`src/rtl/dmem_port_arbiter_pkg.sv`:
```
// Shared definitions for the data-memory port arbiter: owner-state encoding,
// default widths and the burst limit.
package dmem_port_arbiter_pkg;

  localparam int DEF_AW        = 16;
  localparam int DEF_DW        = 16;
  localparam int DEF_MAX_BURST = 4;
  localparam int BURST_W       = 4;

  typedef enum logic [1:0] {
    ARB_IDLE  = 2'd0,
    ARB_OWN_A = 2'd1,
    ARB_OWN_B = 2'd2
  } arb_state_e;

  // Increment that sticks at the limit instead of wrapping.
  function automatic logic [BURST_W-1:0] sat_inc(input logic [BURST_W-1:0] cnt,
                                                 input logic [BURST_W-1:0] limit);
    if (cnt >= limit) begin
      sat_inc = limit;
    end else begin
      sat_inc = cnt + 4'd1;
    end
  endfunction

endpackage

```
`src/rtl/dmem_port_arbiter_if.sv`:
```
// Bundle of both requester ports plus the shared memory pins.
// The slave modport is the arbiter's view; master is the requesters/memory side.
interface dmem_port_arbiter_if #(
  parameter int AW = dmem_port_arbiter_pkg::DEF_AW,
  parameter int DW = dmem_port_arbiter_pkg::DEF_DW
);
  logic          a_req;
  logic          a_we;
  logic [AW-1:0] a_addr;
  logic [DW-1:0] a_wdata;
  logic          a_gnt;
  logic [DW-1:0] a_rdata;
  logic          a_rvalid;

  logic          b_req;
  logic          b_we;
  logic [AW-1:0] b_addr;
  logic [DW-1:0] b_wdata;
  logic          b_gnt;
  logic [DW-1:0] b_rdata;
  logic          b_rvalid;
  logic          b_lock;

  logic [AW-1:0] mem_access_addr;
  logic [DW-1:0] mem_write_data;
  logic          mem_write_en;
  logic          mem_read;
  logic [DW-1:0] mem_read_data;

  modport slave (
    input  a_req, a_we, a_addr, a_wdata,
    input  b_req, b_we, b_addr, b_wdata, b_lock,
    input  mem_read_data,
    output a_gnt, a_rdata, a_rvalid,
    output b_gnt, b_rdata, b_rvalid,
    output mem_access_addr, mem_write_data, mem_write_en, mem_read
  );

  modport master (
    output a_req, a_we, a_addr, a_wdata,
    output b_req, b_we, b_addr, b_wdata, b_lock,
    output mem_read_data,
    input  a_gnt, a_rdata, a_rvalid,
    input  b_gnt, b_rdata, b_rvalid,
    input  mem_access_addr, mem_write_data, mem_write_en, mem_read
  );
endinterface

```
`src/rtl/dmem_rr_picker.sv`:
```
// Two-way round-robin pick with a B-lock override that holds B while its
// burst budget lasts. Purely combinational.
module dmem_rr_picker (
  input  logic a_req,
  input  logic b_req,
  input  logic b_lock,
  input  logic own_b,
  input  logic burst_ok,
  input  logic last_b,
  output logic pick_a,
  output logic pick_b
);

  // Select at most one port; on a tie the port not served last wins unless B holds a lock.
  always_comb begin
    pick_a = 1'b0;
    pick_b = 1'b0;
    if (a_req && b_req) begin
      if (own_b && b_lock && burst_ok) begin
        pick_b = 1'b1;
      end else if (last_b) begin
        pick_a = 1'b1;
      end else begin
        pick_b = 1'b1;
      end
    end else if (a_req) begin
      pick_a = 1'b1;
    end else if (b_req) begin
      pick_b = 1'b1;
    end else begin
      pick_a = 1'b0;
      pick_b = 1'b0;
    end
  end

endmodule

```
`src/rtl/dmem_port_arbiter.sv`:
```
// Shares one single-port data memory between port A (core) and port B (DMA).
// Optional performance counters are built when DMEM_ARB_PERF_EN is defined.
module dmem_port_arbiter #(
  parameter int AW        = dmem_port_arbiter_pkg::DEF_AW,
  parameter int DW        = dmem_port_arbiter_pkg::DEF_DW,
  parameter int MAX_BURST = dmem_port_arbiter_pkg::DEF_MAX_BURST
) (
  input logic clk,
  input logic rst_n,
`ifdef DMEM_ARB_PERF_EN
  output logic [15:0] perf_conflicts,
  output logic [15:0] perf_a_grants,
  output logic [15:0] perf_b_grants,
`endif
  dmem_port_arbiter_if.slave bus
);
  import dmem_port_arbiter_pkg::*;

  localparam logic [BURST_W-1:0] MAX_B = BURST_W'(MAX_BURST);

  arb_state_e           state_r;
  arb_state_e           state_nxt_s;
  logic [BURST_W-1:0]   burst_cnt_r;
  logic                 last_b_r;
  logic                 pick_a_s;
  logic                 pick_b_s;
  logic                 gnt_a_s;
  logic                 gnt_b_s;
  logic [AW-1:0]        addr_s;
  logic [DW-1:0]        wdata_s;
  logic                 we_s;
  logic                 rd_s;
  logic                 a_rvalid_r;
  logic                 b_rvalid_r;
  logic [DW-1:0]        a_rdata_r;
  logic [DW-1:0]        b_rdata_r;

  dmem_rr_picker u_picker (
    .a_req    (bus.a_req),
    .b_req    (bus.b_req),
    .b_lock   (bus.b_lock),
    .own_b    (state_r == ARB_OWN_B),
    .burst_ok (burst_cnt_r < MAX_B),
    .last_b   (last_b_r),
    .pick_a   (pick_a_s),
    .pick_b   (pick_b_s)
  );

  // Grants are suppressed while reset is held so no access can slip through.
  assign gnt_a_s = pick_a_s & rst_n;
  assign gnt_b_s = pick_b_s & rst_n;

  // Next owner and the shared memory pins driven from whichever port is granted.
  always_comb begin
    state_nxt_s = ARB_IDLE;
    addr_s      = '0;
    wdata_s     = '0;
    we_s        = 1'b0;
    rd_s        = 1'b0;
    if (gnt_a_s) begin
      state_nxt_s = ARB_OWN_A;
      addr_s      = bus.a_addr;
      wdata_s     = bus.a_wdata;
      we_s        = bus.a_we;
      rd_s        = ~bus.a_we;
    end else if (gnt_b_s) begin
      state_nxt_s = ARB_OWN_B;
      addr_s      = bus.b_addr;
      wdata_s     = bus.b_wdata;
      we_s        = bus.b_we;
      rd_s        = ~bus.b_we;
    end else begin
      state_nxt_s = ARB_IDLE;
    end
  end

  // Owner state register.
  always_ff @(posedge clk or negedge rst_n) begin
    if (!rst_n) begin
      state_r <= ARB_IDLE;
    end else begin
      state_r <= state_nxt_s;
    end
  end

  // Burst budget only drains while A is actually waiting behind B.
  always_ff @(posedge clk or negedge rst_n) begin
    if (!rst_n) begin
      burst_cnt_r <= '0;
      last_b_r    <= 1'b1;
    end else if (gnt_a_s) begin
      burst_cnt_r <= '0;
      last_b_r    <= 1'b0;
    end else if (gnt_b_s) begin
      burst_cnt_r <= bus.a_req ? sat_inc(burst_cnt_r, MAX_B) : burst_cnt_r;
      last_b_r    <= 1'b1;
    end else begin
      burst_cnt_r <= '0;
    end
  end

  // Read return: capture at the grant edge, strobe valid for the following cycle.
  always_ff @(posedge clk or negedge rst_n) begin
    if (!rst_n) begin
      a_rvalid_r <= 1'b0;
      b_rvalid_r <= 1'b0;
      a_rdata_r  <= '0;
      b_rdata_r  <= '0;
    end else begin
      a_rvalid_r <= gnt_a_s & ~bus.a_we;
      b_rvalid_r <= gnt_b_s & ~bus.b_we;
      if (gnt_a_s && !bus.a_we) a_rdata_r <= bus.mem_read_data;
      if (gnt_b_s && !bus.b_we) b_rdata_r <= bus.mem_read_data;
    end
  end

  assign bus.a_gnt           = gnt_a_s;
  assign bus.b_gnt           = gnt_b_s;
  assign bus.mem_access_addr = addr_s;
  assign bus.mem_write_data  = wdata_s;
  assign bus.mem_write_en    = we_s;
  assign bus.mem_read        = rd_s;
  assign bus.a_rvalid        = a_rvalid_r;
  assign bus.b_rvalid        = b_rvalid_r;
  assign bus.a_rdata         = a_rdata_r;
  assign bus.b_rdata         = b_rdata_r;

`ifdef DMEM_ARB_PERF_EN
  logic [15:0] conf_cnt_r;
  logic [15:0] a_cnt_r;
  logic [15:0] b_cnt_r;

  // Free-running wrap-around event counters.
  always_ff @(posedge clk or negedge rst_n) begin
    if (!rst_n) begin
      conf_cnt_r <= 16'd0;
      a_cnt_r    <= 16'd0;
      b_cnt_r    <= 16'd0;
    end else begin
      if (bus.a_req && bus.b_req) conf_cnt_r <= conf_cnt_r + 16'd1;
      if (gnt_a_s) a_cnt_r <= a_cnt_r + 16'd1;
      if (gnt_b_s) b_cnt_r <= b_cnt_r + 16'd1;
    end
  end

  assign perf_conflicts = conf_cnt_r;
  assign perf_a_grants  = a_cnt_r;
  assign perf_b_grants  = b_cnt_r;
`endif

endmodule
```
`src/flat_wrapper.sv`:
```
// flat-port wrapper written by rule: the top's interface ports become plain ports
module dmem_port_arbiter_flat import dmem_port_arbiter_pkg::*;
#(
  parameter int AW        = dmem_port_arbiter_pkg::DEF_AW,
  parameter int DW        = dmem_port_arbiter_pkg::DEF_DW,
  parameter int MAX_BURST = dmem_port_arbiter_pkg::DEF_MAX_BURST
)
  (clk, rst_n, bus_a_req, bus_a_we, bus_a_addr, bus_a_wdata, bus_b_req, bus_b_we, bus_b_addr, bus_b_wdata, bus_b_lock, bus_mem_read_data, bus_a_gnt, bus_a_rdata, bus_a_rvalid, bus_b_gnt, bus_b_rdata, bus_b_rvalid, bus_mem_access_addr, bus_mem_write_data, bus_mem_write_en, bus_mem_read);
  dmem_port_arbiter_if #(.AW(AW), .DW(DW)) bus_i ();
  input logic clk;
  input logic rst_n;
  input wire logic [$bits(bus_i.a_req)-1:0] bus_a_req;
  input wire logic [$bits(bus_i.a_we)-1:0] bus_a_we;
  input wire logic [$bits(bus_i.a_addr)-1:0] bus_a_addr;
  input wire logic [$bits(bus_i.a_wdata)-1:0] bus_a_wdata;
  input wire logic [$bits(bus_i.b_req)-1:0] bus_b_req;
  input wire logic [$bits(bus_i.b_we)-1:0] bus_b_we;
  input wire logic [$bits(bus_i.b_addr)-1:0] bus_b_addr;
  input wire logic [$bits(bus_i.b_wdata)-1:0] bus_b_wdata;
  input wire logic [$bits(bus_i.b_lock)-1:0] bus_b_lock;
  input wire logic [$bits(bus_i.mem_read_data)-1:0] bus_mem_read_data;
  output wire logic [$bits(bus_i.a_gnt)-1:0] bus_a_gnt;
  output wire logic [$bits(bus_i.a_rdata)-1:0] bus_a_rdata;
  output wire logic [$bits(bus_i.a_rvalid)-1:0] bus_a_rvalid;
  output wire logic [$bits(bus_i.b_gnt)-1:0] bus_b_gnt;
  output wire logic [$bits(bus_i.b_rdata)-1:0] bus_b_rdata;
  output wire logic [$bits(bus_i.b_rvalid)-1:0] bus_b_rvalid;
  output wire logic [$bits(bus_i.mem_access_addr)-1:0] bus_mem_access_addr;
  output wire logic [$bits(bus_i.mem_write_data)-1:0] bus_mem_write_data;
  output wire logic [$bits(bus_i.mem_write_en)-1:0] bus_mem_write_en;
  output wire logic [$bits(bus_i.mem_read)-1:0] bus_mem_read;
  assign bus_i.a_req = bus_a_req;
  assign bus_i.a_we = bus_a_we;
  assign bus_i.a_addr = bus_a_addr;
  assign bus_i.a_wdata = bus_a_wdata;
  assign bus_i.b_req = bus_b_req;
  assign bus_i.b_we = bus_b_we;
  assign bus_i.b_addr = bus_b_addr;
  assign bus_i.b_wdata = bus_b_wdata;
  assign bus_i.b_lock = bus_b_lock;
  assign bus_i.mem_read_data = bus_mem_read_data;
  assign bus_a_gnt = bus_i.a_gnt;
  assign bus_a_rdata = bus_i.a_rdata;
  assign bus_a_rvalid = bus_i.a_rvalid;
  assign bus_b_gnt = bus_i.b_gnt;
  assign bus_b_rdata = bus_i.b_rdata;
  assign bus_b_rvalid = bus_i.b_rvalid;
  assign bus_mem_access_addr = bus_i.mem_access_addr;
  assign bus_mem_write_data = bus_i.mem_write_data;
  assign bus_mem_write_en = bus_i.mem_write_en;
  assign bus_mem_read = bus_i.mem_read;
  dmem_port_arbiter #(.AW(AW), .DW(DW), .MAX_BURST(MAX_BURST)) u_core (.clk(clk), .rst_n(rst_n), .bus(bus_i));
endmodule
```
`config.mk`:
```
export PLATFORM = sky130hd
export DESIGN_NAME = dmem_port_arbiter_flat
export DESIGN_NICKNAME = d
export VERILOG_FILES = /design/src/rtl/dmem_port_arbiter_pkg.sv /design/src/rtl/dmem_port_arbiter_if.sv /design/src/rtl/dmem_rr_picker.sv /design/src/rtl/dmem_port_arbiter.sv /design/src/flat_wrapper.sv
export SDC_FILE = /design/constraint.sdc
export NUM_CORES = 1
export LEC_CHECK = 0
export CAP_MARGIN = 0
export CELL_PAD_IN_SITES_DETAIL_PLACEMENT = 0
export CELL_PAD_IN_SITES_GLOBAL_PLACEMENT = 1
export CORE_ASPECT_RATIO = 0.8
export CORE_MARGIN = 8
export CORE_UTILIZATION = 25
export CTS_BUF_LIST = sky130_fd_sc_hd__clkbuf_4
export DETAILED_ROUTE_END_ITERATION = 8
export PLACE_DENSITY = 0.83
export SYNTH_ARGS = -nofsm -noshare
export SYNTH_HDL_FRONTEND = slang
export SYNTH_HIERARCHICAL = 1
export SYNTH_SLANG_ARGS = --single-unit
```
`constraint.sdc`:
```
create_clock -name clk -period 2.3 [get_ports clk]
set_input_delay 0.575 -clock clk [delete_from_list [all_inputs] [get_ports clk]]
set_output_delay 0.575 -clock clk [all_outputs]
set_load 0.03 [all_outputs]
```
# [Yosys cells after proc, flatten, opt, wreduce, memory -nomap -nowiden]
# Index checks and enable logic that the tools add are counted.
# W data, S select, Z words.
[totals] register_bits=41 in_bits=87 out_inout_bits=70 elab_cells=51
[classes] n_addsub=1 n_lt_le_gt_ge=2 n_eq_ne=2 muxes=25 bitwise_logic=6 reduce_logical=8
[ops] op="$mux W16" n=4
[ops] op="$mux W4" n=4
[ops] op="$mux W1" n=15
[ops] op="$logic_and A1 B1 Y1" n=5
[ops] op="$add A4 B1 Y4 const B" n=1
[ops] op="$and A1 B1 Y1" n=4
[ops] op="$ge A4 B3 Y1 const B" n=1
[ops] op="$lt A4 B3 Y1 const B" n=1
[ops] op="$mux W2" n=2
[ops] op="$ne A3 B2 Y1 const B" n=1
[ops] op="$eq A2 B2 Y1 const B" n=1
[ops] op="$logic_not A1 Y1" n=2
[ops] op="$not A1 Y1" n=2
[ops] op="$reduce_bool A2 Y1" n=1

# [Longest topological paths before layout]
[depth] word_depth=8 ltp_mapped=7

# [Modules after synthesis]
# Netlist, hierarchy kept.
[by_module_without_submodules] module="dmem_port_arbiter" instances=1 cells_each=139 area_each_um2=1990.7 seq_area_each_um2=1027.2
[by_module_without_submodules] module="dmem_rr_picker" instances=1 cells_each=5 area_each_um2=31.3 seq_area_each_um2=0.0

# [Worst setup path after synthesis]
# Ideal clock, no wire load.
[synth_timing] path_type="input -> output" startpoint="in bus_b_lock" endpoint="out bus_mem_read" arrival_time_ns=1.928 t_required_ns=1.725 slack_ns=-0.203 stages=4 path_buffers=0 cell_sequence="nand3_1 > a31oi_1 > nand3b_2 > o21ai_0"
[synth_via] elab_chain_cells=7 word_cells_on_any_way=10 classes_between="6 x mux; 2 x bitwise; 2 x reduce/logical"
[synth_rtl] element="start, declared" line="flat_wrapper.sv:20" rtl="input wire logic [$bits(bus_i.b_lock)-1:0] bus_b_lock;"
[synth_rtl] element="$logic_and A1 B1 Y1 (2 in a row)" line="dmem_rr_picker.sv:19" rtl="if (own_b && b_lock && burst_ok) begin"
[synth_rtl] element="$mux W1" line="dmem_rr_picker.sv:19"
[synth_rtl] element="$mux W1" line="dmem_rr_picker.sv:18" rtl="if (a_req && b_req) begin"
[synth_rtl] element="via u_core.pick_b_s" line="dmem_port_arbiter.sv:26" rtl="logic pick_b_s;"
[synth_rtl] element="$and A1 B1 Y1" line="dmem_port_arbiter.sv:51" rtl="assign gnt_b_s = pick_b_s & rst_n;"
[synth_rtl] element="$mux W1" line="dmem_port_arbiter.sv:66" rtl="end else if (gnt_b_s) begin"
[synth_rtl] element="$mux W1" line="dmem_port_arbiter.sv:60" rtl="if (gnt_a_s) begin"
[synth_rtl] element="end, declared" line="flat_wrapper.sv:31" rtl="output wire logic [$bits(bus_i.mem_read)-1:0] bus_mem_read;"
# The timed path passes the listed nets, and every way through them passes these cells.

# [Worst setup path in the final report]
[layout_timing] startpoint="reg u_core.burst_cnt_r[3]" endpoint="out bus_mem_write_data[1]"
[layout_via] word_cells_on_any_way=10 classes_between="1 x order compare; 6 x mux; 2 x bitwise; 1 x reduce/logical"
[layout_lines] element="start, declared" line="dmem_port_arbiter.sv:23" rtl="logic [BURST_W-1:0] burst_cnt_r;"
[layout_lines] element="start signal, assigned" line="dmem_port_arbiter.sv:95" rtl="burst_cnt_r <= bus.a_req ? sat_inc(burst_cnt_r, MAX_B) : burst_cnt_r;"
[layout_lines] element="$lt A4 B3 Y1" line="dmem_port_arbiter.sv:43" rtl=".burst_ok (burst_cnt_r < MAX_B),"
[layout_lines] element="$logic_and A1 B1 Y1" line="dmem_rr_picker.sv:19"
[layout_lines] element="$mux W1" line="dmem_rr_picker.sv:19"
[layout_lines] element="$mux W1" line="dmem_rr_picker.sv:18"
[layout_lines] element="via u_core.pick_a_s" line="dmem_port_arbiter.sv:25" rtl="logic pick_a_s;"
[layout_lines] element="$and A1 B1 Y1" line="dmem_port_arbiter.sv:50" rtl="assign gnt_a_s = pick_a_s & rst_n;"
[layout_lines] element="$mux W16" line="dmem_port_arbiter.sv:60"
[layout_lines] element="end, declared" line="flat_wrapper.sv:29" rtl="output wire logic [$bits(bus_i.mem_write_data)-1:0] bus_mem_write_data;"
# The timed path passes the listed nets, and every way through them passes these cells.

==> reports/results.tsv <==
stage	metric	value	unit
status	status	complete, but fails checks	
status	failing checks	negative setup slack	
logic_synthesis	Post-synth EDFFs	0	
floorplanning	Die X	116.5	µm
floorplanning	die footprint	0.01124	mm²
clock_tree	buffer levels on the longest clock path	2	
detailed_routing	DRC errors left	0	
power	Peak VDD IR	0.0004117	V
timing	minimum clock period	2.591	ns
power	Power, Total	2.879	mW
timing	slew at the pin closest to its max-slew limit	0.3339	ns
clock_tree	worst skew pair latency	0.34	ns
timing	Max Fclk	385.9	MHz
timing	pins over their slew limit	0	
logic_synthesis	post-synthesis sequential area ratio	0.5080	
logic_synthesis	adder and majority gate portion of the synthesized area	0.006188	
logic_synthesis	YS warnings	6	
place	RD Place Congestion	0.7013	
setup_path	Req. time, crit path	1.73	ns
cells_and_area	fin area	0.004215	mm²
detailed_routing	DR iter-0 viols	49	
setup_path	crit path DAT	2.02	ns
clock_tree	TritonCTS Buffers	5	
setup_path	critical path peak fanout	7	
clock_tree	clock root cell	clkbuf_4	
place	port buffer count	156	
grt	number of global-route vias before repair	2188	
timing	hold slack	0.2524	ns
place	Post-DP HPWL	5.967	mm
cells_and_area	ANT cells	0	
logic_synthesis	Syn Area/Cell	14.04	µm²
setup_path	CP top delay family	compound AO/OA/AOI/OAI gates	
detailed_routing	routed vias/inst	4.440	
timing	final worst setup slack	-0.2914	ns
timing	unrepaired setup endpoints after global routing	true	
setup_path	Crit. End Element	primary output	
setup_path	Worst Setup Start Kind	flip-flop	
cells_and_area	Util after Layout	0.5354	
clock_tree	Clock transition at path regs	0.12	ns
cells_and_area	# fillers	678	
clock_tree	TritonCTS clock tree	built	
cells_and_area	register area	0.001027	mm²
clock_tree	clock sinks	41	
setup_path	CP dominant cell by count	buf_6	
power	Power per Cell Area	683.0	mW/mm²
cells_and_area	Syn-to-layout area delta	108.5	%
grt	antenna violations before repair	0	
setup_path	slowest stage delay, CP	0.41	ns
cells_and_area	Final nets	415	
logic_synthesis	Post-Syn Area	0.002022	mm²
flow_run	Max-Cap Viols	0	
floorplanning	CORE AREA	0.007874	mm²
cells_and_area	area occupied by multi-input gates	977.2	µm²
logic_synthesis	Simple-Gate Fraction of Synth Area	0.06436	
hold_path	Hold WC Path Type	in -> async	
logic_synthesis	Unique masters post-synth	26	
logic_synthesis	Synth Flop Type	dfrtp_1	
detailed_routing	ANT nets after route	0	
setup_path	reg2reg start	u_core/burst_cnt_r[3]	
logic_synthesis	Synth area leaders	dfrtp_1, a22o_1, mux2_4	
setup_path	CP max-delay cell	dfrtp_1	
setup_path	critical setup path kind	reg -> out	
power	LEAKAGE	1.924	nW
grt	largest net degree at the start of global routing	27	
floorplanning	row count	29	
detailed_routing	routed wire length per instance	18.33	µm
logic_synthesis	post-synthesis mux area share	0.2098	
logic_synthesis	post-synthesis compound-gate area fraction	0.1658	
setup_path	CP Cell Sequence	nor2_2 > nand4_1 > o211a_1 > and2_4 > buf_6 > buf_16 > a22o_2 > buf_6	
timing	Setup TNS	-9.029	ns
setup_path	worst setup path startpoint	u_core/burst_cnt_r[3]	
grt	first-pass GRT wire length	11.64	mm
grt	GRT Util Overall	0.1346	
logic_synthesis	Synth top area share	0.4950	
timing	Period Utilization, post-route	1.127	
floorplanning	die height	96.44	µm
floorplanning	starting density of the core	0.2568	
grt	GR Overflow Total	0	
logic_synthesis	Synth async-reset ratio	1.000	
timing	skew final	0.01015	ns
timing	Final Hold Fails	0	
setup_path	Worst Path Buf+Inv	3	
detailed_routing	DR vias	1936	
timing	final setup vio count	36	
logic_synthesis	area leader, netlist	dfrtp_1	
floorplanning	IO Count	157	
logic_synthesis	largest family of logic cells by synthesized area	multiplexers	
timing	Slew headroom	0.7767	
cells_and_area	share of cells above drive strength 1	0.3902	
logic_synthesis	Post-Synthesis Cells	144	
logic_synthesis	Synth Net Count	232	
place	DP Area	0.003725	mm²
logic_synthesis	register bit count reported by yosys	41	
logic_synthesis	XOR/XNOR Fraction of Synth Area	0	
detailed_routing	drt first pass iters	4	
detailed_routing	routed wire length	7.993	mm
clock_tree	H-tree Lvls	2	
where the power goes:
part	switching [mW]	internal, mW	total (mW)
Combinational	0.694	0.755	1.45
Sequential	0.0822	0.878	0.960
Clock	0.231	0.238	0.469
Total	1.01	1.87	2.88
flip-flops by register name, indices dropped and copies added (netlist names):
name                 flops
u_core/bus.a_rdata      16
u_core/last_b_r          1
u_core/bus.a_rvalid      1
u_core/state_r           2
u_core/bus.b_rdata      16
u_core/bus.b_rvalid      1
u_core/burst_cnt_r       4
cell usage after synthesis, drive strengths merged (2+ instances only):
cell / n
dfrtp: 40
a22o: 33
mux2: 32
buf: 9
a21oi: 4
inv: 4
nand3b: 3
and2: 2
nand2b: 2
nor2: 2
o21ai: 2
routing by layer:
metal | routed length (µm) | vias up | share of wire | track usage
li1 | - | 918 | - | -
met1 | 3165 | 950 | 0.40 | 0.1629
met2 | 4227 | 56 | 0.53 | 0.2314
met3 | 498 | 12 | 0.062 | 0.03292
met4 | 101 | 0 | 0.013 | 0.04570
met5 | 0 | - | 0 | 0
repair_timing:
item                                    in CTS  in global routing
gates resized for setup                     60                  0
cloned                                       5                  0
buffers inserted                             9                  2
hold buffers                                 0                  0
pin swaps                                   19                  1
endpoints found under the setup margin      36                 36
per-stage QoR:
| step | instances | setup slack, ns |
|---|---|---|
| 3_3_place_gp | 413 | -0.3950 |
| 5_1_grt | 436 | -0.4115 |
| 6_report | 436 | -0.2914 |
| 3_5_place_dp | 413 | -0.4224 |
| 4_1_cts | 434 | -0.2777 |
| 2_1_floorplan | 144 | 0.01949 |
area by class of cell:
cell class / count / share of cell area
well taps: 108 / 0.03206
clock buffers: 6 / 0.01069
flip-flops and latches: 41 / 0.2437
inverters: 5 / 0.005640
repair buffers: 185 / 0.4681
multi-input cells: 89 / 0.2318
clock inverters: 2 / 0.008014
layout by cell type, fill, tap and decap left out, types with 2 or more instances in the layout:
| master | netlist | final |
|---|---|---|
| buf_12 | 0 | 5 |
| mux2_2 | 15 | 15 |
| and2_4 | 0 | 2 |
| dlygate4sd2_1 | 0 | 3 |
| buf_16 | 0 | 4 |
| clkbuf_4 | 0 | 6 |
| nand2b_1 | 2 | 2 |
| buf_4 | 6 | 17 |
| dfrtp_1 | 40 | 40 |
| inv_1 | 4 | 4 |
| a22o_1 | 33 | 23 |
| nand3b_4 | 2 | 3 |
| mux2_4 | 17 | 17 |
| a21oi_1 | 4 | 4 |
| a22o_4 | 0 | 2 |
| clkdlybuf4s50_1 | 0 | 116 |
| a22o_2 | 0 | 8 |
| buf_6 | 2 | 38 |
path summary, 6_finish.rpt:
check	endpoint	slack, ns	cells after the start
worst min register to register	u_core/bus.a_rdata[6]	0.52	1
worst min-delay path	u_core/burst_cnt_r[2]	0.25	2
min in group clk	u_core/bus.a_rdata[6]	0.52	1
worst max-delay path	bus_mem_write_data[1]	-0.29	8
max in group asynchronous	u_core/bus.a_rdata[12]	1.42	3
worst max register to register	u_core/bus.b_rdata[13]	0.29	10
cell families after synthesis:
| group | Yosys count |
|---|---|
| fa+ha+maj | 1 |
| simple gates | 15 |
| buf+inv | 14 |
| flops | 41 |
| compound gates | 41 |
| mux | 32 |
Note: power is estimated with default switching activity, not from simulation.
